===== src/rtl/mem_port_arbiter.sv =====
// mem_port_arbiter
// Shares one main-memory port between the I-cache line-fill path and the
// data-memory (LSU) port. A granted fill streams LINE_WORDS sequential word
// reads. A granted data access is a single read or write. At least one idle
// cycle separates transactions, and arbitration happens in that idle cycle.
//
// Ports:
//   CLK, RST_N                     clock, asynchronous active-low reset
//   ic_req/ic_addr                 I-cache fill request (level) and miss address
//   ic_fill_valid/idx/data         per-beat fill return, ic_done on the last beat
//   dm_req/dm_we/dm_addr/dm_wdata  data request (level), held until dm_ack
//   dm_rdata/dm_ack                data completion (rdata is 0 on writes)
//   mem_req/we/addr/wdata          memory request side
//   mem_rdata/mem_ack              memory completion side
//   busy                           high whenever a transaction is in flight
//
// Build option: define DPORT_PRIORITY_EN to give the data port fixed priority
// on a tie. Without it, ties alternate using a last-grant register.
module mem_port_arbiter #(
   parameter int unsigned ADDR_W     = 32,
   parameter int unsigned DATA_W     = 32,
   parameter int unsigned LINE_WORDS = 8
) (
   input  logic                          CLK,
   input  logic                          RST_N,
   input  logic                          ic_req,
   input  logic [ADDR_W-1:0]             ic_addr,
   output logic                          ic_fill_valid,
   output logic [$clog2(LINE_WORDS)-1:0] ic_fill_idx,
   output logic [DATA_W-1:0]             ic_fill_data,
   output logic                          ic_done,
   input  logic                          dm_req,
   input  logic                          dm_we,
   input  logic [ADDR_W-1:0]             dm_addr,
   input  logic [DATA_W-1:0]             dm_wdata,
   output logic [DATA_W-1:0]             dm_rdata,
   output logic                          dm_ack,
   output logic                          mem_req,
   output logic                          mem_we,
   output logic [ADDR_W-1:0]             mem_addr,
   output logic [DATA_W-1:0]             mem_wdata,
   input  logic [DATA_W-1:0]             mem_rdata,
   input  logic                          mem_ack,
   output logic                          busy
);

   localparam int unsigned BEAT_W = $clog2(LINE_WORDS);
   localparam int unsigned BYTE_W = $clog2(DATA_W / 8);
   localparam int unsigned OFF_W  = BEAT_W + BYTE_W;
   localparam logic [BEAT_W-1:0] LastBeat = BEAT_W'(LINE_WORDS - 1);
   localparam logic [ADDR_W-1:0] OffMask  = ADDR_W'((64'd1 << OFF_W) - 64'd1);

   typedef enum logic [1:0] {StIdle, StIfill, StDacc} state_e;

   state_e              state_q, state_d;
   logic [BEAT_W-1:0]   beat_q, beat_d;
   logic [ADDR_W-1:0]   line_base_q, line_base_d;
   logic                we_q, we_d;
   logic [ADDR_W-1:0]   addr_q, addr_d;
   logic [DATA_W-1:0]   wdata_q, wdata_d;
   logic                grant_ic, grant_dm;

`ifdef DPORT_PRIORITY_EN
   // Data port wins every tie; no history needed.
   always_comb begin
      grant_dm = dm_req;
      grant_ic = ic_req & ~dm_req;
   end
`else
   // last_ic_q = 1 when the I-cache held the most recent grant; resets to
   // "data" so the I-cache takes the first tie.
   logic last_ic_q, last_ic_d;

   always_comb begin
      grant_ic = ic_req & (~dm_req | ~last_ic_q);
      grant_dm = dm_req & ~grant_ic;
   end

   always_comb begin
      last_ic_d = last_ic_q;
      if (state_q == StIdle) begin
         if (grant_ic) begin
            last_ic_d = 1'b1;
         end else if (grant_dm) begin
            last_ic_d = 1'b0;
         end
      end
   end

   always_ff @(posedge CLK or negedge RST_N) begin
      if (!RST_N) begin
         last_ic_q <= 1'b0;
      end else begin
         last_ic_q <= last_ic_d;
      end
   end
`endif

   // State register
   always_ff @(posedge CLK or negedge RST_N) begin
      if (!RST_N) begin
         state_q     <= StIdle;
         beat_q      <= '0;
         line_base_q <= '0;
         we_q        <= 1'b0;
         addr_q      <= '0;
         wdata_q     <= '0;
      end else begin
         state_q     <= state_d;
         beat_q      <= beat_d;
         line_base_q <= line_base_d;
         we_q        <= we_d;
         addr_q      <= addr_d;
         wdata_q     <= wdata_d;
      end
   end

   // Next-state logic
   always_comb begin
      state_d     = state_q;
      beat_d      = beat_q;
      line_base_d = line_base_q;
      we_d        = we_q;
      addr_d      = addr_q;
      wdata_d     = wdata_q;
      unique case (state_q)
         StIdle: begin
            if (grant_ic) begin
               state_d     = StIfill;
               beat_d      = '0;
               line_base_d = ic_addr & ~OffMask;
            end else if (grant_dm) begin
               state_d = StDacc;
               we_d    = dm_we;
               addr_d  = dm_addr;
               wdata_d = dm_wdata;
            end
         end
         StIfill: begin
            if (mem_ack) begin
               // Wraps back to 0 after the last beat of the line.
               beat_d = beat_q + 1'b1;
               if (beat_q == LastBeat) begin
                  state_d = StIdle;
               end
            end
         end
         StDacc: begin
            if (mem_ack) begin
               state_d = StIdle;
            end
         end
         default: state_d = StIdle;
      endcase
   end

   // Output logic; ack-dependent outputs are combinational from mem_ack.
   always_comb begin
      ic_fill_valid = 1'b0;
      ic_fill_idx   = '0;
      ic_fill_data  = '0;
      ic_done       = 1'b0;
      dm_rdata      = '0;
      dm_ack        = 1'b0;
      mem_req       = 1'b0;
      mem_we        = 1'b0;
      mem_addr      = '0;
      mem_wdata     = '0;
      busy          = (state_q != StIdle);
      unique case (state_q)
         StIfill: begin
            mem_req  = 1'b1;
            mem_addr = line_base_q + (ADDR_W'(beat_q) << BYTE_W);
            if (mem_ack) begin
               ic_fill_valid = 1'b1;
               ic_fill_idx   = beat_q;
               ic_fill_data  = mem_rdata;
               ic_done       = (beat_q == LastBeat);
            end
         end
         StDacc: begin
            mem_req   = 1'b1;
            mem_we    = we_q;
            mem_addr  = addr_q;
            mem_wdata = wdata_q;
            if (mem_ack) begin
               dm_ack   = 1'b1;
               dm_rdata = we_q ? '0 : mem_rdata;
            end
         end
         default: ;
      endcase
   end

endmodule


===== config.mk =====
export PLATFORM = sky130hd
export DESIGN_NAME = mem_port_arbiter
export DESIGN_NICKNAME = d
export VERILOG_FILES = /design/src/rtl/mem_port_arbiter.sv
export SDC_FILE = /design/constraint.sdc
export NUM_CORES = 1
export LEC_CHECK = 0
export CAP_MARGIN = 40
export CORE_UTILIZATION = 36
export DETAILED_ROUTE_END_ITERATION = 6
export GPL_TIMING_DRIVEN = 0
export PLACE_DENSITY = 0.85
export REMOVE_ABC_BUFFERS = 1
export SYNTH_ARGS = -nofsm -noshare
export SYNTH_HDL_FRONTEND = slang
export SYNTH_SLANG_ARGS = --single-unit

===== constraint.sdc =====
create_clock -name CLK -period 1.8 [get_ports CLK]
set_input_delay 0.36 -clock CLK [delete_from_list [all_inputs] [get_ports CLK]]
set_output_delay 0.36 -clock CLK [all_outputs]
set_load 0.05 [all_outputs]

==> results.toml, run 1 <==
[layout]
layout.nets = 853
final_util_pct = 66.89
multiInputGateArea_mm2 = 0.002669
final_cell_mix = "125 x clkdlybuf4s50_1, 98 x dfrtp_1, 91 x buf_6, 50 x mux2_1, 46 x buf_8"
fin_cells = 901
fin_area_mm2 = 0.009285
drive_gt1_share_pct = 41.72
mostFrequentLayoutCell = "clkdlybuf4s50_1"
areaGrowthSynthToFinish_pct = 81.66
fillCellCount = 942
regArea_mm2 = 0.002452

[cts]
root_buffer = "clkbuf_16"
insertion_delay_ns = 0.34
cts_max_level = 3
tritoncts = "built"
clock-sinks = 98
cts_buffer_depth = 2
clk_pin_slew_ns = 0.07
numCtsBuffers = 9
cts_hold_buf = 0

[power_and_ir_drop]
pwr_density_cell_mw_per_mm2 = 1813
p_leak_uw = 0.004199
seq_power_share_pct = 23.6
power_switching_uw = 7084
switching_share_pct = 42.08
ir_drop_mv = 1.002
internal_power_uw = 9752
clkPwrFrac_pct = 14.7
pwr-share-comb_pct = 61.6

[global_route]
grt_antenna_before_repair = 2
grt_pass1_vias = 4696
grt_overflow_total = 0
grt_max_degree = 55
grt_use_total_pct = 22.51
grt_first_pass_wirelength_um = 25410

[routing]
dr.first_iter.drc_count = 212
wl_um = 19120
dr.pass1.iters = 4
via_per_inst = 5.203
dr_total_vias = 4688
antenna_left = 0
wire_per_inst_um = 21.22
drc = 0

[timing]
finClkSkew_ns = 0.007157
worstMarginPinSlew_ns = 0.5991
slew_viol_final = 0
finalSetupViolations = 150
fin_crit_sh_pct = 124.3
worst_slack_ns = -0.4367
fin_crit_ns = 2.237
hold_viol = 0
rsz0062_at_grt = "true"
fmax_mhz = 447.1
slew_headroom_pct = 60.06

[outcome]
violations = "negative setup slack"
outcome = "finished with violations"

[synthesis]
avgSynthCellArea_um2 = 11.89
synthTopCellsByArea = "dfrtp_1 48%, mux2_1 11%, and2_1 8.3%, mux2_4 5.6%, mux2_2 5.1%"
ys_seq_area_share_pct = 47.98
yosysWarnings = 0
yosys.cell_types.count = 32
synth-seq-cells = 98
yosysTopAreaCell = "dfrtp_1"
yosys.area.top_type_share_pct = 47.98
synth_cells = 430
syn-cell-area_mm2 = 0.005111

[placement]
hpwl_um = 11020
dp.cells = 847
portBuffers = 265
placed_cell_area_mm2 = 0.007951
routabilityCongestion = 0.8653

[floorplanning]
coreArea_mm2 = 0.01388
die_x_um = 121.2
start_util_pct = 36.82
fp-row-count = 43
ios = 271
die_h_um = 121.2
dieArea_mm2 = 0.01468

[critical_path]
cp_max_fo = 8
crit_top_cell = "and2_4"
worstSetupPathType = "reg2out"
crit_required_ns = 1.44
end_kind = "output pin"
crit_buf_inv = 2
cp_slowest_cell = "dfrtp_1"
cpLargestDelayFamily = "simple AND/OR/NAND/NOR gates"
critical_path_arrival_ns = 1.88
cp_cell_sequence = "inv_2, ha_4, and2_4, and2b_4, and2_4, buf_8"
cp-start-kind = "flip-flop"
cp_slowest_stage_delay_ns = 0.43

[hold_path]
hp-class = "in2async"

[run]
drv_cap = 0
sequential cells by signal, summed over array words and instances (netlist names):
signal       cells
last_ic_q        1
we_q             1
state_q          2
wdata_q         32
line_base_q     27
beat_q           3
addr_q          32
path summary, 6_finish.rpt:
| path | cells after the start | from | end | slack [ns] |
|---|---|---|---|---|
| setup / recovery | 6 | state_q[0] | dm_rdata[31] | -0.44 |
| hold / removal | 1 | RST_N | addr_q[0] | 0.04 |
| setup reg to reg | 8 | state_q[1] | wdata_q[14] | -0.02 |
| hold reg to reg | 1 | wdata_q[3] | wdata_q[3] | 0.48 |
| max in group asynchronous | 2 | RST_N | last_ic_q | 1.10 |
| min in group CLK | 1 | wdata_q[3] | wdata_q[3] | 0.48 |
final cells by class:
type	count	area share [%]
inverters	5	0.2426
clock inverters	7	1.765
repair buffers	305	37.93
well taps	180	2.426
multi-input cells	295	28.74
flip-flops and latches	98	26.41
clock buffers	9	2.426
diodes	2	0.05390
Yosys cell counts (all sizes together):
cell type,n
mux2,92
o311ai,2
dfrtp,98
a22oi,30
nor2,2
o21ai,2
o211ai,3
a21boi,1
nand2,6
ha,5
and2,68
and2b,1
nor2b,31
a2bb2oi,1
o2bb2ai,1
a21bo,2
and3,36
nand3,3
a31oi,1
inv,5
a21oi,2
o2111ai,1
clkbuf,21
buf,14
nand2b,2
power by group through the flow:
stage / logic, uW / clock network [uW] / registers (uW)
after floorplan: 5630 / 0 / 3740
after global placement: 7970 / 0 / 3850
after detailed placement: 8360 / 0 / 3940
after CTS: 8940 / 2540 / 3930
after global routing: 10800 / 2630 / 4100
final: 10400 / 2480 / 3980
worst reg2reg max path, stage by stage, from the launching register on:
cell and delay (ns):
dfrtp_1 0.39, inv_2 0.14, ha_4 0.18, nand2_2 0.07
a21oi_4 0.20, buf_4 0.17, buf_6 0.12, buf_4 0.11
mux2_1 0.32
routing by layer:
metal,track usage (%),up-vias,part of all wire [%]
met5,0,-,0
met4,10.26,0,4.2
met3,7.519,50,7.4
met2,40.36,231,53
met1,23.69,2345,36
li1,-,2062,-
cell families (layout without fill, tap and decap cells):
| logic type | Yosys count | after routing | synth area share, % |
|---|---|---|---|
| compound gates | 46 | 46 | 7.050 |
| fa+ha+maj | 5 | 5 | 1.224 |
| buf+inv | 40 | 326 | 4.137 |
| flops | 98 | 98 | 47.98 |
| mux | 92 | 92 | 21.66 |
| other cells | 0 | 2 | 0 |
| simple gates | 149 | 152 | 17.94 |
stage by stage:
| step | setup TNS, ns | setup slack [ns] | hold WS (ns) | total power, uW |
|---|---|---|---|---|
| 5_1_grt | -49.88 | -0.4880 | 0.07005 | 17540 |
| 4_1_cts | -38.48 | -0.3293 | 0.03668 | 15410 |
| 3_3_place_gp | -747.91 | -3.074 | 0.4593 | 11820 |
| 3_5_place_dp | -196.46 | -1.717 | 0.4063 | 12300 |
| 6_report | -40.74 | -0.4367 | 0.03518 | 16840 |
| 2_1_floorplan | -214.97 | -1.551 | 0.06441 | 9372 |
what timing repair did:
action | in CTS | in global routing
resized for setup | 933 | 157
endpoints found under the setup margin | 205 | 210
gates cloned | 4 | 8
pin swaps | 8 | 10
buffers inserted | 7 | 17
No activity file was read; power rests on OpenSTA's default activity.
==> run 2, diff against run 1 <==
- clock period: 1.8 -> 2 ns (I/O delays scaled with it)
==> results.toml, run 2 (synthesis results as in run 1) <==
[layout]
reg_top3 = "addr_q (32), wdata_q (32), line_base_q (27)"
fin_area_mm2 = 0.009950
fillCellCount = 874
fin_cells = 918
drive_gt1_share_pct = 52.65
areaGrowthSynthToFinish_pct = 94.66
layout.nets = 871
final_cell_mix = "126 x clkdlybuf4s50_1, 98 x dfrtp_1, 93 x buf_6, 64 x buf_8, 61 x and2_4"
mostFrequentLayoutCell = "clkdlybuf4s50_1"

[placement]
routabilityCongestion = 0.8653
hpwl_um = 11020
portBuffers = 265
placed_cell_area_mm2 = 0.007951
dp.cells = 847

[cts]
insertion_delay_ns = 0.34
tritoncts = "built"
clk_pin_slew_ns = 0.07
cts_max_level = 3
numCtsBuffers = 9
clock-sinks = 98
cts_hold_buf = 0
cts_buffer_depth = 2
root_buffer = "clkbuf_16"

[timing]
slew_viol_final = 0
hold_viol = 0
finClkSkew_ns = 0.008157
hold_ws_ns = 0.06873
fmax_mhz = 417.0
fin_crit_sh_pct = 119.9
fin_crit_ns = 2.398
setup_tns_ns = -33.09
worst_slack_ns = -0.3980
worstMarginPinSlew_ns = 0.6058
finalSetupViolations = 138
rsz0062_at_grt = "true"
slew_headroom_pct = 59.61

[power_and_ir_drop]
power_switching_uw = 6812
p_leak_uw = 0.004379
seq_power_share_pct = 22.7
ir_drop_mv = 0.9490
clkPwrFrac_pct = 13.7
power_uw = 16360
pwr-share-comb_pct = 63.7
switching_share_pct = 41.65
internal_power_uw = 9544
pwr_density_cell_mw_per_mm2 = 1644

[global_route]
grt_antenna_before_repair = 1
grt_pass1_vias = 5222
grt_use_total_pct = 26.40
grt_overflow_total = 0
grt_max_degree = 55
grt_first_pass_wirelength_um = 29310

[floorplanning]
die_x_um = 121.2
ios = 271
dieArea_mm2 = 0.01468
die_h_um = 121.2
start_util_pct = 36.82
fp-row-count = 43
coreArea_mm2 = 0.01388

[routing]
via_per_inst = 5.243
drc = 0
dr_total_vias = 4813
wire_per_inst_um = 22.30
dr_wl_met3_um = 1467
antenna_left = 0
dr.first_iter.drc_count = 272
wl_met1_um = 7319
dr.pass1.iters = 4
routed.top_layer = "met4"
wl_um = 20470
routed-wl-met2_um = 10810

[hold_path]
hp-class = "in2async"

[outcome]
violations = "negative setup slack"
outcome = "finished with violations"

[critical_path]
cp-start-kind = "flip-flop"
end_kind = "output pin"
cp_max_fo = 6
crit_required_ns = 1.60
worstSetupPathType = "reg2out"
critical_path_arrival_ns = 2.00

[run]
drv_cap = 0
## run 2: power groups by stage
stage	logic, uW	clock network (uW)	registers, uW
5_1_grt	10800	2370	3810
6_report	10400	2240	3710
3_3_place_gp	7170	0	3470
3_5_place_dp	7520	0	3550
4_1_cts	9810	2280	3600
2_1_floorplan	5070	0	3360
## run 2: path summary, 6_finish.rpt
check / start / to / slack (ns) / cells past startpoint
max in group asynchronous: RST_N / last_ic_q / 1.26 / 2
worst max register to register: state_q[0] / state_q[0] / -0.10 / 10
min in group CLK: wdata_q[3] / wdata_q[3] / 0.48 / 1
worst min-delay path: RST_N / addr_q[0] / 0.07 / 1
worst min register to register: wdata_q[3] / wdata_q[3] / 0.48 / 1
worst max-delay path: state_q[0] / dm_rdata[11] / -0.40 / 8
## run 2: through the flow
step                utilization [%]  setup WS [ns]
floorplan                         -         -1.391
global placement              56.17         -2.914
detailed placement            57.28         -1.597
CTS                           69.43        -0.3638
global route                  71.68        -0.4437
finish                        71.68        -0.3980
## run 2: area by class of cell
type,count,area (um^2),share of cell area [%]
Inverter,5,18.77,0.1886
Multi-Input combinational cell,295,2960,29.75
Sequential cell,98,2452,24.65
Clock buffer,9,225.2,2.264
Timing Repair Buffer,323,3901,39.21
Tap cell,180,225.2,2.264
Clock inverter,7,163.9,1.647
Antenna cell,1,2.502,0.02515
## run 2: repair_timing
action,CTS,global route
resized for setup,1091,108
setup endpoints to repair,202,161
pin swaps,10,17
setup buffers,38,8
gates cloned,15,0
## run 2: worst max-delay path, cell delays in order, from the launching register on
cell and delay (ns):
dfrtp_1 0.42, inv_2 0.10, ha_4 0.17, buf_6 0.12
and2_4 0.17, and2b_2 0.26, buf_12 0.13, and2_4 0.14
buf_6 0.15
## run 2: layer usage
| metal | vias to the layer above | track usage (%) |
|---|---|---|
| met5 | - | 0 |
| li1 | 2109 | - |
| met2 | 264 | 46.89 |
| met1 | 2378 | 28.78 |
| met4 | 0 | 13.04 |
| met3 | 62 | 7.237 |
==> run 3, diff against run 2 <==
- REMOVE_ABC_BUFFERS: 1 -> not set
==> results.toml, run 3 (synthesis results as in run 1) <==
[global_route]
grt_max_degree = 51
grt_use_total_pct = 23.02
grt_overflow_total = 0
grt_pass1_vias = 4968
grt_antenna_before_repair = 0
grt_first_pass_wirelength_um = 25790

[timing]
slew_headroom_pct = 54.51
fin_crit_sh_pct = 112.2
hold_ws_ns = 0.09543
finClkSkew_ns = 0.005051
rsz0062_at_grt = "true"
hold_viol = 0
worst_slack_ns = -0.2440
worstMarginPinSlew_ns = 0.6823
finalSetupViolations = 133
slew_viol_final = 0
fmax_mhz = 445.6
fin_crit_ns = 2.244

[floorplanning]
coreArea_mm2 = 0.01388
fp-row-count = 43
ios = 271
die_x_um = 121.2
start_util_pct = 36.82
die_h_um = 121.2
dieArea_mm2 = 0.01468

[layout]
layout.nets = 862
areaGrowthSynthToFinish_pct = 86.95
final_cell_mix = "126 x clkdlybuf4s50_1, 98 x dfrtp_1, 69 x buf_8, 69 x buf_6, 50 x mux2_1"
mostFrequentLayoutCell = "clkdlybuf4s50_1"
drive_gt1_share_pct = 50.27
antenna_cells = 0
reg_top3 = "addr_q (32), wdata_q (32), line_base_q (27)"

[critical_path]
crit_required_ns = 1.60
worstSetupPathType = "reg2out"
cp-start-kind = "flip-flop"
r2r_setup_slack_ns = 0.13
critical_path_arrival_ns = 1.84
r2r_start = "state_q[0]"
critPathLaunch = "state_q[0]"
end_kind = "output pin"
reg2reg_depth = 8
r2r_end = "addr_q[23]"
cp_max_fo = 8

[placement]
routabilityCongestion = 0.9035
portBuffers = 265
pre_cts_slack_ns = -1.099
hpwl_um = 12220

[routing]
dr.pass1.iters = 4
drc = 0
wl_um = 18610
dr.first_iter.drc_count = 261
antenna_left = 0
via_per_inst = 5.178
wire_per_inst_um = 20.50
dr_total_vias = 4702

[power_and_ir_drop]
power_uw = 14970
pwr_density_cell_mw_per_mm2 = 1566
ir_drop_mv = 0.8055
p_leak_uw = 0.004177

[cts]
tritoncts = "built"
cts_max_level = 3
clk_pin_slew_ns = 0.06
cts_buffer_depth = 2
cts_hold_buf = 0
insertion_delay_ns = 0.34
numCtsBuffers = 9
root_buffer = "clkbuf_16"
clock-sinks = 98

[outcome]
outcome = "finished with violations"
violations = "negative setup slack"

[hold_path]
hp-class = "in2async"

[run]
drv_cap = 0

[synthesis]
syn-num-nets = 569
[run 3: worst max-delay path, stage by stage, from the launching register on]
cell and delay (ns):
dfrtp_1 0.40, inv_2 0.09, ha_4 0.16, and2_4 0.14
and2b_4 0.24, clkbuf_8 0.18, and2_2 0.16, buf_8 0.14
[run 3: per-stage QoR]
step	TNS (ns)	instance area [um^2]	cells	util, %
6_report	-19.09	9555	908	68.84
5_1_grt	-25.96	9555	908	68.84
4_1_cts	-20.47	8818	895	63.53
3_5_place_dp	-133.96	8165	876	58.82
3_3_place_gp	-424.19	8140	875	58.64
2_1_floorplan	-4.043	5263	430	-
[run 3: cell type report]
cell class                      count  area (um^2)
Buffer                             32        351.6
Inverter                            5        18.77
Multi-Input combinational cell    292         2915
Fill cell                         905         4325
Clock buffer                       15        287.8
Clock inverter                      1        30.03
Tap cell                          180        225.2
Sequential cell                    98         2452
Timing Repair Buffer              285         3274
[run 3: how the worst max path moves through the flow]
stage | endpoint | slack [ns] | depth (start not counted)
finish | dm_rdata[11] | -0.24 | 7
floorplan | mem_addr[10] | -0.13 | 4
global placement | addr_q[2] | -3.04 | 1
CTS | dm_rdata[17] | -0.22 | 7
global route | dm_rdata[12] | -0.30 | 7
detailed placement | mem_addr[18] | -1.10 | 7
[run 3: layer usage]
metal / wire length [um] / vias to the layer above / track usage [%]
met3: 1190 / 39 / 5.592
met1: 7059 / 2355 / 24.39
met5: 0 / - / 0
met4: 606 / 0 / 8.256
li1: - / 2085 / -
met2: 9754 / 223 / 43.71
[run 3: what timing repair did]
item                       4_1_cts  5_1_grt
setup buffers                    1        9
pin swaps                       21        4
setup endpoints to repair      151      187
gates cloned                     3        6
resized for setup              986      186
[run 3: power breakdown]
part | switching (uW) | internal (uW) | total [uW]
Sequential | 616 | 3000 | 3610
Combinational | 5080 | 4440 | 9520
Clock | 723 | 1110 | 1830
Total | 6420 | 8550 | 15000
